--- config.mk ---
export PLATFORM = sky130hd
export DESIGN_NAME = case1_sweep_ctrl
export DESIGN_NICKNAME = d
export VERILOG_FILES = /design/src/rtl/case1_sweep_ctrl.sv
export SDC_FILE = /design/constraint.sdc
export NUM_CORES = 1
export LEC_CHECK = 0
export ABC_CLOCK_PERIOD_IN_PS = 4600
export BUFFER_PORTS_ARGS = -buffer_cell sky130_fd_sc_hd__buf_4
export CAP_MARGIN = 20
export CORE_MARGIN = 2
export CORE_UTILIZATION = 41
export CTS_CLUSTER_SIZE = 10
export DETAILED_ROUTE_END_ITERATION = 8
export PLACE_DENSITY = 0.74
export SYNTH_ARGS = -nofsm -noshare
export SYNTH_HDL_FRONTEND = slang
export SYNTH_SLANG_ARGS = --single-unit
--- constraint.sdc ---
create_clock -name clk -period 4.6 [get_ports clk]
set_clock_uncertainty 0.2 [all_clocks]
set_input_delay 0.46 -clock clk [delete_from_list [all_inputs] [get_ports clk]]
set_output_delay 0.46 -clock clk [all_outputs]
set_load 0.01 [all_outputs]
--- src/rtl/case1_sweep_ctrl.sv ---
// case1_sweep_ctrl: exhaustive-sweep self-check sequencer for the case1 gate
// network. On start it walks all 16 {a,b,c,d} vectors into an external case1
// instance, samples {x,y,z} after SETTLE cycles per vector, and compares them
// against the GOLDEN truth table. It reports pass/fail, the mismatch count and
// the first failing vector.
// Optional feature: define CASE1_SWEEP_MISR_EN to build a 16-bit MISR
// (x^16+x^12+x^3+x+1) over {v,x,y,z}. Without it, sig_o is tied to 0.
module case1_sweep_ctrl #(
  parameter int unsigned SETTLE = 1,                   // hold cycles per vector, 1..15
  parameter logic [47:0] GOLDEN = 48'h0072_9529_53B4   // {x,y,z} of vector v at [3v+2:3v]
) (
  input  logic        clk,
  input  logic        rst_n,
  input  logic        start_i,
  input  logic        abort_i,
  output logic [3:0]  vec_o,
  input  logic        x_i,
  input  logic        y_i,
  input  logic        z_i,
  output logic        busy_o,
  output logic        done_o,
  output logic        pass_o,
  output logic [4:0]  err_cnt_o,
  output logic        fail_vld_o,
  output logic [3:0]  first_fail_o,
  output logic [15:0] sig_o
);

  typedef enum logic [1:0] {
    S_IDLE,
    S_RUN,
    S_DONE
  } state_t;

  // Settle counter value on the last cycle of a vector hold.
  localparam logic [3:0] SETTLE_LAST = 4'(SETTLE - 1);
  // 16 vectors means at most 16 mismatches; the counter never needs to wrap.
  localparam logic [4:0] ERR_MAX     = 5'd16;
  localparam logic [3:0] VEC_LAST    = 4'd15;

  state_t     state;
  logic [3:0] settle_cnt;
  logic [2:0] xyz;
  logic [2:0] xyz_exp;
  logic       hold_last;
  logic       sweep_start;
  logic       sample_en;
  logic       mismatch;
  logic [4:0] err_nxt;

  // Golden {x,y,z} for vector v; a small mux over the 16 table entries.
  function automatic logic [2:0] golden_xyz(input logic [3:0] v);
    logic [2:0] r;
    r = '0;
    for (int i = 0; i < 16; i++) begin
      if (v == 4'(i)) r = GOLDEN[3*i +: 3];
    end
    return r;
  endfunction

  assign xyz         = {x_i, y_i, z_i};
  assign xyz_exp     = golden_xyz(vec_o);
  assign hold_last   = (settle_cnt == SETTLE_LAST);
  // Abort beats start in IDLE, and beats the sample on the abort edge in RUN.
  assign sweep_start = (state == S_IDLE) && start_i && !abort_i;
  assign sample_en   = (state == S_RUN) && !abort_i && hold_last;
  assign mismatch    = (xyz != xyz_exp);

  // Next error count including the vector being sampled, saturating at 16.
  always_comb begin
    // NOTE: default assignment first so every path drives err_nxt and no latch is inferred.
    err_nxt = err_cnt_o;
    if (mismatch && (err_cnt_o != ERR_MAX)) err_nxt = err_cnt_o + 5'd1;
  end

  // Sweep FSM with registered outputs: IDLE -> RUN (16 vectors) -> DONE -> IDLE.
  always_ff @(posedge clk) begin
    if (!rst_n) begin
      // NOTE: sequential state uses non-blocking assignments so all registers update together at the edge.
      state        <= S_IDLE;
      settle_cnt   <= '0;
      vec_o        <= '0;
      busy_o       <= 1'b0;
      done_o       <= 1'b0;
      pass_o       <= 1'b0;
      err_cnt_o    <= '0;
      fail_vld_o   <= 1'b0;
      first_fail_o <= '0;
    end else begin
      done_o <= 1'b0;
      case (state)
        S_IDLE: begin
          if (sweep_start) begin
            state        <= S_RUN;
            busy_o       <= 1'b1;
            vec_o        <= '0;
            settle_cnt   <= '0;
            pass_o       <= 1'b0;
            err_cnt_o    <= '0;
            fail_vld_o   <= 1'b0;
            first_fail_o <= '0;
          end
        end
        S_RUN: begin
          if (abort_i) begin
            // Partial results stay visible for debug; pass_o remains 0.
            state      <= S_IDLE;
            busy_o     <= 1'b0;
            vec_o      <= '0;
            settle_cnt <= '0;
          end else if (sample_en) begin
            settle_cnt <= '0;
            err_cnt_o  <= err_nxt;
            if (mismatch && !fail_vld_o) begin
              fail_vld_o   <= 1'b1;
              first_fail_o <= vec_o;
            end
            if (vec_o == VEC_LAST) begin
              state  <= S_DONE;
              busy_o <= 1'b0;
              vec_o  <= '0;
              done_o <= 1'b1;
              pass_o <= (err_nxt == '0);
            end else begin
              vec_o <= vec_o + 4'd1;
            end
          end else begin
            settle_cnt <= settle_cnt + 4'd1;
          end
        end
        S_DONE: begin
          // Single-cycle state so done_o is a one-cycle pulse; restart from IDLE.
          state <= S_IDLE;
        end
        default: begin
          state <= S_IDLE;
        end
      endcase
    end
  end

`ifdef CASE1_SWEEP_MISR_EN
  localparam logic [15:0] MISR_POLY = 16'h100B;  // x^12 + x^3 + x + 1 taps

  logic [15:0] misr;

  // One Galois MISR step: shift left, fold the x^16 term back, absorb data.
  function automatic logic [15:0] misr_step(input logic [15:0] s, input logic [15:0] d);
    return {s[14:0], 1'b0} ^ (s[15] ? MISR_POLY : 16'h0000) ^ d;
  endfunction

  // Signature register: cleared on sweep start, advanced at every sample.
  always_ff @(posedge clk) begin
    if (!rst_n) begin
      misr <= '0;
    end else if (sweep_start) begin
      misr <= '0;
    end else if (sample_en) begin
      misr <= misr_step(misr, {9'b0, vec_o, xyz});
    end
  end

  assign sig_o = misr;
`else
  assign sig_o = '0;
`endif

endmodule

==> results_dict.tcl, run 1 <==
set metrics [dict create \
    num_rows 21 \
    gp_congestion 0.770 \
    rsz0062_at_grt "no" \
    p_leak_nw 0.656 \
    coreArea_um2 3420 \
    maxCapViolCount 0 \
    crit_required_ns 4.64 \
    tritoncts "done" \
    io-pin-count 40 \
    synth-seq-cells 23 \
    syn_avg_cell_area_um2 8.58 \
    die-area_um2 4120 \
    drc 0 \
    slew_viol_final 0 \
    wl_mm 3.06 \
    tightest_slew_ns 0.752 \
    outcome "complete, no violations" \
    cts.clk_slew.worst_paths_ns 0.14 \
    yosys_warnings 0 \
    async_reset_ff_share_pct 0 \
    root_buffer "clkbuf_4" \
    grt_overflow_total 0 \
    min_path_type "input pin to flop" \
    synth_area_leaders "dfxtp_1, buf_4, ha_1" \
    diodes 0 \
    grt_antenna_before_repair 0 \
    clock-sinks 23 \
    synth_ff_type "dfxtp_1" \
    grt_max_degree 13 \
    grt_util_met1_pct 21.7 \
    final_antenna_net_count 0 \
    postCtsSetupBuffers 0 \
    synthDominantCellAreaShare_pct 31.0 \
    synth_top_area_cell "dfxtp_1" \
    setup_viol 0 \
    fin_crit_sh_pct 64.4 \
    grt_pass1_wl_mm 4.89 \
    start_kind "flop" \
    drive_gt1_share_pct 18.8 \
    path_max_fanout 9 \
    slew_headroom_pct 49.5 \
    synth-seq-area-share_pct 31.0 \
    synth_edf_count 0 \
    cts-htree-levels 1 \
    grt_use_met3_pct 4.58 \
    num-fill-cells 350 \
    die_h_um 64.2 \
    cts_hold_buf 0 \
    fin_util_pct 47.4 \
    met2_usage_pct 21.6 \
    worst_ir_drop_vdd_mv 0.204 \
    dp_hpwl_mm 2.21 \
    vias_per_cell 5.31 \
    netlist_area_um2 1490 \
    fin_nets 208 \
    vias 1263 \
    die_w_um 64.2 \
    path_class "flop to flop" \
    setup_tns_ns 0 \
    cts_resized 0 \
    worstPathArrival_ns 3.01 \
    powerDensity_nw_per_um2 219 \
    clockBufferDepth 2 \
    yosysUniqueCellTypes 51 \
    finalHoldViolations 0 \
    period_needed_ns 2.96 \
    track_usage_pct 15.1 \
    fmax_ghz 0.337 \
    route.detailed.wl_per_inst_um 12.9 \
    drtIter0Drc 54 \
    worst_setup_path_end_kind "flop" \
    portBuffers 23 \
    busiest_layer "met1" \
    syn-instance-count 173 \
    dr.pass1.iters 4 \
    cts-buffers-inserted 3 \
    grt_pass1_vias 1027 \
    start_util_pct 43.5 \
    area_growth_pct 9.01 \
    clock_latency_ns 0.32 \
]
cell families (layout without fill, tap and decap cells):
logic type / count (synthesis) / count (layout) / share of synthesized area, %
AO/OA/AOI/OAI: 49 / 49 / 24.3
XOR/XNOR: 6 / 6 / 3.54
adder cells (fa/ha/maj): 8 / 8 / 6.74
buffers and inverters: 32 / 36 / 14.3
flip-flops: 23 / 23 / 31.0
multiplexers: 1 / 1 / 0.674
other: 1 / 16 / 0.252
AND/OR/NAND/NOR: 53 / 53 / 19.1
cell usage after synthesis, drive strengths merged (2+ instances only):
library cell,n
o21ai,8
inv,9
nand2,10
ha,8
a211oi,4
o21a,3
o31a,3
and3,3
nor2,16
xor2,4
buf,20
dfxtp,23
nor4,2
nand3,6
a21oi,10
a311oi,3
a32o,4
a21boi,2
a31oi,3
xnor2,2
clkbuf,2
nor3,4
nor3b,2
sequential cells by signal, indices dropped and copies added (netlist names):
register / cells
err_cnt_o: 5
first_fail_o: 4
settle_cnt: 4
vec_o: 4
state: 2
busy_o: 1
done_o: 1
fail_vld_o: 1
pass_o: 1
placed cells by master, fill, tap and decap left out, types with 6 or more instances in the layout:
cell type / netlist / routed
inv_1: 9 / 9
a21oi_1: 10 / 10
ha_1: 8 / 8
conb_1: 1 / 16
o21ai_0: 7 / 7
dfxtp_1: 23 / 23
nand2_1: 10 / 10
buf_4: 17 / 23
nor2_1: 16 / 16
nand3_1: 6 / 6
worst max-delay path, cell delays in order, from the launching register on:
cell and delay, ns:
dfxtp_1 0.49, inv_1 0.10, ha_1 0.24, or3b_4 0.42, o22ai_1 0.18, xor2_1 0.13
o31a_2 0.43, a211oi_1 0.30, a211oi_1 0.09, o41ai_2 0.29
final cells by class:
cell class                 instances  area (um^2)  area share, %
inverter                           9         33.8           2.09
tap                               46         57.6           3.55
timing repair buffer              23          173           10.7
sequential                        23          460           28.4
multi-input combinational        133          868           53.6
clock buffer                       4         26.3           1.62
report_power, final:
part | total, W | switching, W | internal, W
Sequential | 0.000206 | 0.00000347 | 0.000202
Clock | 0.0000987 | 0.0000648 | 0.0000339
Combinational | 0.0000498 | 0.0000323 | 0.0000175
stage by stage:
step | setup WS, ns | instances | hold slack, ns | area, um^2 | total power (W)
2_1_floorplan | 1.79 | 188 | 0.280 | 1540 | 0.000256
3_3_place_gp | 1.79 | 234 | 0.273 | 1590 | 0.000259
3_5_place_dp | 1.70 | 234 | 0.280 | 1590 | 0.000259
4_1_cts | 1.67 | 238 | 0.223 | 1620 | 0.000355
5_1_grt | 1.50 | 238 | 0.232 | 1620 | 0.000371
6_report | 1.64 | 238 | 0.229 | 1620 | 0.000354
final timing paths:
path | from | to | slack, ns | cells after the start
min | abort_i | state[0] | 0.23 | 4
min reg2reg | first_fail_o[1] | first_fail_o[1] | 0.30 | 1
max | vec_o[0] | pass_o | 1.64 | 9
max reg2reg | vec_o[0] | pass_o | 1.64 | 9
layer usage:
metal  up-vias  part of all wire [%]
met5         -                     0
met4         0                  0.72
met3         2                   7.0
met2        52                    43
met1       578                    49
li1        631                     -
No activity file was read; power rests on OpenSTA's default activity.
==> run 2, diff against run 1 <==
--- a/config.mk
+++ b/config.mk
@@ -5,7 +5,7 @@
 export SDC_FILE = /design/constraint.sdc
 export NUM_CORES = 1
 export LEC_CHECK = 0
-export ABC_CLOCK_PERIOD_IN_PS = 4600
+export ABC_CLOCK_PERIOD_IN_PS = 2750
 export BUFFER_PORTS_ARGS = -buffer_cell sky130_fd_sc_hd__buf_4
 export CAP_MARGIN = 20
 export CORE_MARGIN = 2
==> constraint.sdc (replaced) <==
create_clock -name clk -period 2.75 [get_ports clk]
set_clock_uncertainty 0.2 [all_clocks]
set_input_delay 0.275 -clock clk [delete_from_list [all_inputs] [get_ports clk]]
set_output_delay 0.275 -clock clk [all_outputs]
set_load 0.01 [all_outputs]
==> run 2 against run 1 <==
  * Count of clock-buffer cells in the layout is the same
  * Cell count grew 4.2%
  * Critical path type unchanged
  * Global-route usage up 2.1 points
  * Critical endpoint is now err_cnt_o[2]
  * Largest cell class unchanged
  * Hold slack worse by 0.19 ns
  * Sequential share of layout area is 2.0 points lower
  * Critical path depth is 2 higher
==> results_dict.tcl, run 2 (synthesis gave the netlist of run 1 again) <==
set metrics [dict create \
    setup_viol 0 \
    clock_latency_ns 0.32 \
    fmax_ghz 0.378 \
    worst_hold_slack_ns 0.0430 \
    cts-htree-levels 1 \
    drc 0 \
    powerDensity_nw_per_um2 344 \
    grt_overflow_total 0 \
    maxCapViolCount 0 \
    grt_max_degree 13 \
    gp_congestion 0.767 \
    worst_setup_path_end_kind "flop" \
    cp_slowest_stage_delay_ns 0.40 \
    dp_slack_ns 0.0142 \
    portBuffers 23 \
    start_util_pct 43.5 \
    fin_nets 218 \
    coreArea_um2 3420 \
    critical_path_buf_inv_count 3 \
    final_antenna_net_count 0 \
    cp_top_family "compound AO/OA/AOI/OAI gates" \
    num_rows 21 \
    vias 1352 \
    min_path_type "input pin to flop" \
    root_buffer "clkbuf_4" \
    rsz0062_at_grt "yes" \
    io-pin-count 40 \
    grt_pass1_vias 1232 \
    slew_viol_final 0 \
    die_w_um 64.2 \
    grt_antenna_before_repair 0 \
    path_class "flop to flop" \
    wl_mm 3.37 \
    finalHoldViolations 0 \
    outcome "complete, no violations" \
    clockBufferDepth 2 \
    period_needed_ns 2.64 \
    dp_hpwl_mm 2.43 \
    vias_per_cell 5.45 \
    die-area_um2 4120 \
    drive_gt1_share_pct 27.2 \
    worst_ir_drop_vdd_mv 0.332 \
    p_leak_nw 0.715 \
    p_sw_w 0.000172 \
    seqPwrFrac_pct 56.6 \
    worstPathArrival_ns 2.64 \
    tritoncts "done" \
    crit_required_ns 2.75 \
    final_cell_mix "buf_4, dfxtp_1, nor2_1, conb_1" \
    grt_pass1_wl_mm 5.64 \
    path_max_fanout 5 \
    route.detailed.wl_per_inst_um 13.6 \
    power.internal_w 0.000434 \
    cts.clk_slew.worst_paths_ns 0.13 \
    area_growth_pct 18.5 \
    diodes 0 \
    combPwrFrac_pct 16.4 \
    clock-sinks 23 \
    crit_top_cell "nand2_1" \
    cts-buffers-inserted 3 \
    layout_commonest_cell "buf_4" \
    clockPowerShare_pct 27.1 \
    track_usage_pct 17.1 \
    worst_slack_ns 0.108 \
    drtIter0Drc 51 \
    top_register "err_cnt_o" \
    dr.pass1.iters 4 \
    fin_crit_sh_pct 96.1 \
    p_sw_share_pct 28.4 \
    largest_reg_flops 5 \
    die_h_um 64.2 \
    path_cells "inv_2 -> ha_2 -> or3b_4 -> o31a_1 -> o32ai_4 -> o31a_2 -> buf_6 -> buf_4 -> nand2_1 -> nand2_1 -> a311oi_1" \
    cp_slowest_cell "dfxtp_4" \
    start_kind "flop" \
]
-- run 2: per-stage QoR --
stage / power (W) / util, % / area, um^2 / cells / setup TNS (ns)
global route: 0.000641 / 51.5 / 1760 / 248 / -0.0338
finish: 0.000606 / 51.5 / 1760 / 248 / 0
detailed placement: 0.000442 / 48.4 / 1650 / 242 / 0
floorplan: 0.000428 / - / 1540 / 188 / 0
global placement: 0.000440 / 48.4 / 1650 / 242 / 0
CTS: 0.000606 / 49.2 / 1680 / 246 / 0
-- run 2: metal layers --
layer | GRT usage, % | vias up | part of all wire, %
li1 | - | 656 | -
met1 | 22.0 | 635 | 44
met2 | 29.0 | 59 | 48
met3 | 3.70 | 2 | 7.5
met4 | 4.52 | 0 | 0.59
met5 | 0 | - | 0
-- run 2: area by class of cell --
type / instances / area (um^2)
clock buffers: 4 / 26.3
inverters: 9 / 33.8
well taps: 46 / 57.6
fillers: 361 / 1660
multi-input cells: 133 / 925
flip-flops and latches: 23 / 465
repair buffers: 33 / 251
-- run 2: path summary, 6_finish.rpt --
path                                      to      from  cells past startpoint  slack (ns)
worst min register to register        busy_o    busy_o                      2        0.30
worst max-delay path            err_cnt_o[2]  vec_o[0]                     11        0.11
worst max register to register  err_cnt_o[2]  vec_o[0]                     11        0.11
worst min-delay path                state[0]   start_i                      3        0.04
-- run 2: timing repair --
action,in CTS,in global routing
setup buffers,0,2
hold buffers,0,0
hold endpoints to repair,0,0
setup endpoints to repair,0,8
resized for setup,0,15
-- run 2: worst register-to-register path, cell delays in order (launching register included) --
cell and delay [ns]:
dfxtp_4 0.40, inv_2 0.04, ha_2 0.17, or3b_4 0.40
o31a_1 0.34, o32ai_4 0.31, o31a_2 0.25, buf_6 0.13
buf_4 0.10, nand2_1 0.04, nand2_1 0.06, a311oi_1 0.08
-- run 2: power by group through the flow --
stage               sequential [W]  clock (W)  combinational [W]
finish                    0.000343   0.000164          0.0000990
global route              0.000344   0.000187           0.000110
CTS                       0.000343   0.000171          0.0000921
detailed placement        0.000351          0          0.0000918
global placement          0.000351          0          0.0000896
floorplan                 0.000351          0          0.0000765
==> run 3, diff against run 2 <==
--- a/config.mk
+++ b/config.mk
@@ -6,13 +6,13 @@
 export NUM_CORES = 1
 export LEC_CHECK = 0
 export ABC_CLOCK_PERIOD_IN_PS = 2750
-export BUFFER_PORTS_ARGS = -buffer_cell sky130_fd_sc_hd__buf_4
 export CAP_MARGIN = 20
 export CORE_MARGIN = 2
 export CORE_UTILIZATION = 41
 export CTS_CLUSTER_SIZE = 10
 export DETAILED_ROUTE_END_ITERATION = 8
-export PLACE_DENSITY = 0.74
+export DONT_BUFFER_PORTS = 1
+export PLACE_DENSITY = 0.64
 export SYNTH_ARGS = -nofsm -noshare
 export SYNTH_HDL_FRONTEND = slang
 export SYNTH_SLANG_ARGS = --single-unit
==> run 3 against run 2 <==
  * Sequential share of layout area grew 2.4 points
  * Maximum frequency decreased by 1.2%
  * Critical path type unchanged
  * Design area shrank 7.7%
  * Largest power group unchanged
  * Critical endpoint is now pass_o
  * Worst setup slack lost 0.032 ns
  * Register-to-register slack got worse by 0.03 ns
==> results_dict.tcl, run 3 (synthesis gave the netlist of run 1 again) <==
set metrics [dict create \
    outcome "complete, no violations" \
    powerDensity_nw_per_um2 363 \
    worst_slack_ns 0.0756 \
    start_kind "flop" \
    path_class "flop to flop" \
    portBuffers 0 \
    cp_slowest_stage_delay_ns 0.41 \
    min_to "vec_o[2]" \
    clockBufferDepth 2 \
    worst_ir_drop_vdd_mv 0.225 \
    grt_antenna_before_repair 0 \
    slew_viol_final 0 \
    p_leak_nw 0.613 \
    drtIter0Drc 35 \
    critical_path_buf_inv_count 1 \
    place_area_um2 1470 \
    grt_max_degree 13 \
    cts-htree-levels 1 \
    worst_setup_path_end_kind "flop" \
    worstPathArrival_ns 2.69 \
    fin_crit_sh_pct 97.3 \
    crit-reg2reg-capture "pass_o" \
    io-pin-count 40 \
    worst_hold_slack_ns 0.0298 \
    finalHoldViolations 0 \
    min_path_type "input pin to flop" \
    fin_area_um2 1620 \
    final_cell_mix "dfxtp_1, nor2_1, conb_1, nand2_1, a21oi_1" \
    wl_mm 3.41 \
    grt_util_met1_pct 21.9 \
    cts-buffers-inserted 3 \
    met2_usage_pct 29.7 \
    whs_path_depth 3 \
    fmax_ghz 0.374 \
    clock_latency_ns 0.31 \
    route.detailed.wl_per_inst_um 15.0 \
    crit_required_ns 2.77 \
    cts.clk_slew.worst_paths_ns 0.12 \
    die_w_um 64.2 \
    start_util_pct 43.5 \
    die_h_um 64.2 \
    root_buffer "clkbuf_4" \
    layout_commonest_cell "dfxtp_1" \
    drc 0 \
    drive_gt1_share_pct 17.6 \
    grt_use_met3_pct 5.99 \
    fin_nets 198 \
    fin_util_pct 47.5 \
    coreArea_um2 3420 \
    tritoncts "done" \
    rr_startpoint "vec_o[1]" \
    r2r_slack_ns 0.08 \
    grt_pass1_vias 1244 \
    min_from "abort_i" \
    area_growth_pct 9.35 \
    rsz0062_at_grt "yes" \
    dp_hpwl_mm 2.55 \
    vias_per_cell 5.51 \
    cp-startpoint "vec_o[1]" \
    busiest_layer "met2" \
    dr.pass1.iters 4 \
    top_register "err_cnt_o" \
    path_max_fanout 7 \
    largest_reg_flops 5 \
    period_needed_ns 2.67 \
    gp_congestion 0.807 \
    r2r.worst_path.cells 9 \
    grt_overflow_total 0 \
    track_usage_pct 17.4 \
    dp_slack_ns 0.0122 \
    diodes 0 \
    vias 1257 \
    clock-sinks 23 \
    maxCapViolCount 0 \
    path_cells "inv_4 -> ha_4 -> or3b_4 -> o31a_1 -> o32ai_4 -> nor3_4 -> nor4b_2 -> a211oi_2 -> o41ai_2" \
    num_rows 21 \
    grt_pass1_wl_mm 5.80 \
    crit_cells 9 \
    setup_viol 0 \
    cp_top_family "compound AO/OA/AOI/OAI gates" \
    cp_slowest_cell "dfxtp_4" \
    die-area_um2 4120 \
    final_antenna_net_count 0 \
]
==> run 3: cell types whose count changed in the layout (fill, tap and decap cells not counted), sizes merged <==
cell,before,now
dlygate4sd3,0,3
buf,33,10
==> run 3: worst max path at each step <==
stage / to
after floorplan: pass_o
after global placement: pass_o
after detailed placement: pass_o
after CTS: pass_o
after global routing: pass_o
final: pass_o
==> run 3: metal layers <==
layer  wire (um)  vias up
li1            -      615
met1        1560      598
met2        1600       42
met3         241        2
met4           8        0
met5           0        -
==> run 3: power breakdown <==
| group | internal, W | total [W] | switching [W] |
|---|---|---|---|
| combinational | 0.0000344 | 0.0000893 | 0.0000549 |
| sequential | 0.000336 | 0.000344 | 0.00000754 |
| clock | 0.0000567 | 0.000157 | 0.000100 |
| total | 0.000427 | 0.000590 | 0.000163 |
==> run 3: layout make-up <==
type / instances / area, um^2
fill: 338 / 1790
sequential: 23 / 468
multi-input combinational: 133 / 927
inverter: 9 / 36.3
clock buffer: 4 / 26.3
timing repair buffer: 13 / 109
tap: 46 / 57.6
==> run 3: what timing repair did <==
item,CTS,global route
pin swaps,3,12
hold buffers,3,0
resized for setup,4,13
endpoints found under the setup margin,1,8
endpoints found under the hold margin,13,0
buffers inserted,1,2
==> run 3: worst min-delay path: cells and delay by family <==
family,cells,cell delay [ns]
and+or+nand+nor,2,0.15
AOI/OAI and AO/OA,1,0.08
==> run 3: stage by stage <==
step | total power (W) | std cells | TNS (ns)
finish | 0.000590 | 228 | 0
global route | 0.000618 | 228 | -0.0180
CTS | 0.000593 | 226 | 0
detailed placement | 0.000426 | 218 | 0
global placement | 0.000424 | 218 | 0
floorplan | 0.000428 | 188 | 0
